[src/rtl/arb_pkg.sv]
// Shared types and helpers for the 8-way round-robin arbiter.
// onehot_to_idx mirrors the downstream 8-to-3 encoder's mapping.
package arb_pkg;

   localparam int ARB_N     = 8;
   localparam int ARB_IDX_W = 3;

   typedef enum logic {
      ARB_IDLE  = 1'b0,
      ARB_GRANT = 1'b1
   } arb_state_e;

   // OR-tree encoder, identical to the downstream stage for one-hot inputs
   function automatic logic [ARB_IDX_W-1:0] onehot_to_idx(input logic [ARB_N-1:0] oh);
      logic [ARB_IDX_W-1:0] idx;
      idx[0] = oh[1] | oh[3] | oh[5] | oh[7];
      idx[1] = oh[2] | oh[3] | oh[6] | oh[7];
      idx[2] = oh[4] | oh[5] | oh[6] | oh[7];
      return idx;
   endfunction

endpackage

[src/rtl/rr_pick8.sv]
// Combinational rotating priority search: first set bit of eff at or after
// start (wrapping 7->0) wins. Output is one-hot, or zero when eff is zero.
module rr_pick8
   import arb_pkg::*;
(
   input  logic [ARB_N-1:0]     eff,
   input  logic [ARB_IDX_W-1:0] start,
   output logic [ARB_N-1:0]     onehot
);

   always_comb begin
      logic                 found;
      logic [ARB_IDX_W-1:0] idx;
      onehot = '0;
      found  = 1'b0;
      idx    = '0;
      for (int k = 0; k < ARB_N; k++) begin
         idx = start + ARB_IDX_W'(k);
         if (eff[idx] && !found) begin
            onehot[idx] = 1'b1;
            found       = 1'b1;
         end
      end
   end

endmodule

[src/rtl/rr_arbiter8.sv]
// Registered 8-way round-robin arbiter with valid/ready handshake; the grant
// is held without retraction until accepted, then re-searched the same cycle.
module rr_arbiter8
   import arb_pkg::*;
#(
   parameter int              N_REQ   = 8,
   parameter logic [2:0]      RST_PTR = 3'd7
) (
   input  logic                 clk,
   input  logic                 rst,
   input  logic [ARB_N-1:0]     req,
   input  logic [ARB_N-1:0]     req_mask,
   output logic [ARB_N-1:0]     gnt,
   output logic                 gnt_valid,
   input  logic                 gnt_ready,
   output logic [ARB_IDX_W-1:0] last_ptr
);

   if (N_REQ != ARB_N) begin : g_bad_n_req
      $error("rr_arbiter8: N_REQ must be 8 to match the encoder width");
   end

   arb_state_e           state_q, state_d;
   logic [ARB_N-1:0]     gnt_q, gnt_d;
   logic [ARB_IDX_W-1:0] last_ptr_q, last_ptr_d;

   logic [ARB_N-1:0]     eff, pick;
   logic [ARB_IDX_W-1:0] gnt_idx, start;
   logic                 hs;

   assign eff     = req & req_mask;
   assign gnt_idx = onehot_to_idx(gnt_q);
   assign hs      = (state_q == ARB_GRANT) && gnt_ready;
   // On accept, search from the just-granted index so back-to-back grants
   // see the updated pointer without a bubble cycle.
   assign start   = (hs ? gnt_idx : last_ptr_q) + 3'd1;

   rr_pick8 u_pick (
      .eff    (eff),
      .start  (start),
      .onehot (pick)
   );

   always_comb begin
      state_d    = state_q;
      gnt_d      = gnt_q;
      last_ptr_d = last_ptr_q;
      unique case (state_q)
         ARB_IDLE: begin
            if (eff != '0) begin
               gnt_d   = pick;
               state_d = ARB_GRANT;
            end
         end
         ARB_GRANT: begin
            if (hs) begin
               last_ptr_d = gnt_idx;
               gnt_d      = pick;
               state_d    = (eff != '0) ? ARB_GRANT : ARB_IDLE;
            end
         end
         default: begin
            state_d = ARB_IDLE;
            gnt_d   = '0;
         end
      endcase
   end

   always_ff @(posedge clk or posedge rst) begin
      if (rst) begin
         state_q    <= ARB_IDLE;
         gnt_q      <= '0;
         last_ptr_q <= RST_PTR;
      end else begin
         state_q    <= state_d;
         gnt_q      <= gnt_d;
         last_ptr_q <= last_ptr_d;
      end
   end

   assign gnt       = gnt_q;
   assign gnt_valid = (state_q == ARB_GRANT);
   assign last_ptr  = last_ptr_q;

   a_gnt_onehot: assert property (@(posedge clk) disable iff (rst)
      (gnt_valid == (gnt != '0)) && $onehot0(gnt));

endmodule

[config.mk]
export PLATFORM = sky130hd
export DESIGN_NAME = rr_arbiter8
export DESIGN_NICKNAME = d
export VERILOG_FILES = /design/src/rtl/arb_pkg.sv /design/src/rtl/rr_pick8.sv /design/src/rtl/rr_arbiter8.sv
export SDC_FILE = /design/constraint.sdc
export NUM_CORES = 1
export LEC_CHECK = 0
export CELL_PAD_IN_SITES_DETAIL_PLACEMENT = 0
export CELL_PAD_IN_SITES_GLOBAL_PLACEMENT = 1
export CORE_MARGIN = 4
export CORE_UTILIZATION = 41
export CTS_BUF_LIST = sky130_fd_sc_hd__clkbuf_2
export CTS_CLUSTER_SIZE = 10
export DETAILED_ROUTE_END_ITERATION = 10
export PLACE_DENSITY = 0.92
export REMOVE_ABC_BUFFERS = 1
export SLEW_MARGIN = 20
export SYNTH_ARGS = -nofsm -noshare
export SYNTH_HDL_FRONTEND = slang
export SYNTH_SLANG_ARGS = --single-unit
[constraint.sdc]
create_clock -name clk -period 5.2 [get_ports clk]
set_input_delay 1.04 -clock clk [delete_from_list [all_inputs] [get_ports clk]]
set_output_delay 1.04 -clock clk [all_outputs]
set_load 0.05 [all_outputs]
==> flow_metrics.tcl <==
set metrics [dict create \
    holdPathStages 2 \
    ios 31 \
    final.period_utilization_pct 91.4 \
    dr.pass1.iters 5 \
    post-cts-setup-buffers 0 \
    cp.required_ns 5.40 \
    root_buffer "clkbuf_2" \
    finalWeightedCongestion 1.01 \
    vias_per_cell 6.66 \
    maxSlewHeadroom_pct 49.3 \
    fp.coreArea_sq_mm 0.00444 \
    dieArea_sq_mm 0.00586 \
    wl_per_cell_um 18.8 \
    diodes 0 \
    use_met2_pct 33.7 \
    setup_tns_ns 0 \
    rsz0062_at_grt "false" \
    max-cap-violations 0 \
    track_usage_pct 21.0 \
    min_period_ns 4.75 \
    drive_gt1_share_pct 14.5 \
    holdWs_ns 0.576 \
    grt_max_degree 26 \
    fill_cells 442 \
    met3_usage_pct 2.36 \
    tightestPinTransition_ns 0.754 \
    cp.arrival_ns 4.95 \
    antenna_found_initial 0 \
    status "finished clean" \
    top_usage_layer "met2" \
    ctsHoldBuffers 0 \
    hold_start "gnt[0]$_DFFE_PP0P_" \
    drtAntennaViolNets 0 \
    dpl_worst_slack_ns 0.277 \
    avgSynthCellArea_sq_um 7.89 \
    ys_types 68 \
    synth_compound_area_share_pct 30.1 \
    finClkSkew_ns 0.0111 \
    grt.overflow.total 0 \
    htreeDepth 1 \
    worst_r2r_startpoint "gnt[3]$_DFFE_PP0P_" \
    rows 24 \
    reg2reg_depth 12 \
    finalSetupViolations 0 \
    cts_tree "yes" \
    drt-initial-drc-count 261 \
    die_width_um 76.5 \
    synth_mux_area_share_pct 16.7 \
    max_freq_mhz 210 \
    mostFrequentLayoutCells "clkdlybuf4s50_1 (30), nand2_1 (28), nor2_1 (23)" \
    worst-path-max-fanout 20 \
    yosysTopAreaCell "dfrtp_1" \
    cts_buffer_depth 2 \
    synth_top_area_share_pct 11.7 \
    fin_nets 300 \
    endpoint_kind "flop" \
    dp_hpwl_um 4720 \
    numCtsBuffers 3 \
    netlist_top_cells_area "dfrtp_1 (12%), mux4_2 (7.0%), nand2_1 (5.5%)" \
    clk_latency_ns 0.27 \
    grt_pass1_wl_um 10300 \
    synth-simple-area-share_pct 28.8 \
    numPortBuffers 30 \
    multi_input_area_sq_mm 0.00152 \
    ctsResizeCount 0 \
    seqCellArea_sq_um 304 \
    min_path_type "flop to flop" \
    cts.sinks 12 \
    setup.worst_path.start_class "input port" \
    startpoint "gnt_ready" \
    setup_ws_ns 0.448 \
    async_reset_ff_share_pct 100 \
    yosysWarnings 0 \
    synth_fa_ha_area_share_pct 3.25 \
    met1_usage_pct 29.0 \
    hold_viol_final 0 \
    min_to "gnt[0]$_DFFE_PP0P_" \
    drv_slew 0 \
    synthFlopType "dfrtp_1" \
    seq_area_frac_synth_pct 15.8 \
    path_class "input port to flop" \
    synth_xor_area_share_pct 0 \
    synth-edff-count 0 \
    clk_pin_slew_ns 0.13 \
    synthesis.area_sq_mm 0.00193 \
    start_util_pct 43.3 \
    totalWireLength_um 6140 \
    syn_inst 244 \
    area_growth_pct 19.9 \
    ys_ff_latch 12 \
    grt_pass1_vias 2065 \
    timing.reg2reg.setup_slack_ns 1.28 \
    die_h_um 76.5 \
    synth_top_family_by_area "compound AO/OA/AOI/OAI gates" \
    r2r_end "gnt[3]$_DFFE_PP0P_" \
    final_common_cell "clkdlybuf4s50_1" \
    drc 0 \
    vias 2178 \
]
==> critical path, stage by stage <==
cell,delay [ns]
clkdlybuf4s50_1,0.58
and4bb_4,0.29
nand2_1,0.11
o21a_1,0.13
ha_1,0.53
buf_4,0.28
inv_1,0.33
mux4_2,0.32
nand4_2,0.11
buf_4,0.20
nor3_1,0.64
a32oi_1,0.20
a31oi_1,0.20
==> flip-flops by register name (all words and copies together) (netlist names) <==
register and cells:
gnt 8, last_ptr 3, gnt_valid 1
==> cell type report <==
class | count | share of cell area (%)
multi-input combinational | 211 | 65.8
tap | 52 | 2.82
inverter | 9 | 1.46
sequential | 12 | 13.2
clock buffer | 3 | 0.650
timing repair buffer | 39 | 15.9
clock inverter | 1 | 0.163
==> logic make-up after synthesis <==
logic type               count (synthesis)
flip-flops                              12
AO/OA/AOI/OAI                           80
buffers and inverters                   21
adder cells (fa/ha/maj)                  5
AND/OR/NAND/NOR                        106
multiplexers                            20
==> how the worst max path moves through the flow <==
stage | slack [ns] | cells past startpoint | end
global placement | 0.33 | 12 | gnt[4]$_DFFE_PP0P_
detailed placement | 0.28 | 13 | gnt[3]$_DFFE_PP0P_
floorplan | 0.02 | 12 | gnt[2]$_DFFE_PP0P_
CTS | 0.56 | 13 | gnt[3]$_DFFE_PP0P_
global route | 0.26 | 13 | gnt[6]$_DFFE_PP0P_
finish | 0.45 | 13 | gnt[3]$_DFFE_PP0P_
==> Yosys cell counts, types with 3 or more instances <==
cell type	n
mux2i_1	3
nand3_1	21
mux2_2	6
nand2_1	28
inv_1	8
nor3_1	7
a21oi_1	3
ha_1	5
a32oi_1	3
a211oi_1	4
and2_1	5
and3_1	4
o21ai_1	3
dfstp_2	3
a22o_1	4
dfrtp_1	9
nand4_1	3
o21a_1	5
nor2_1	23
o211ai_1	7
a31oi_1	8
mux4_2	6
clkbuf_1	9
o21ai_0	15
==> metrics by stage <==
stage          area [sq um]  utilization [%]  cells
2_1_floorplan          1860                -    232
3_3_place_gp           2290             51.5    323
3_5_place_dp           2290             51.5    323
4_1_cts                2310             51.9    327
5_1_grt                2310             51.9    327
6_report               2310             51.9    327
==> layer usage <==
layer | share of wire, % | up-vias
met1 | 44 | 1010
li1 | - | 1018
met2 | 45 | 130
met4 | 2.3 | 0
met3 | 8.7 | 20
met5 | 0 | -
Power is not shown: default switching activity piles up to over one toggle a cycle in this logic, so the estimate is an artifact.
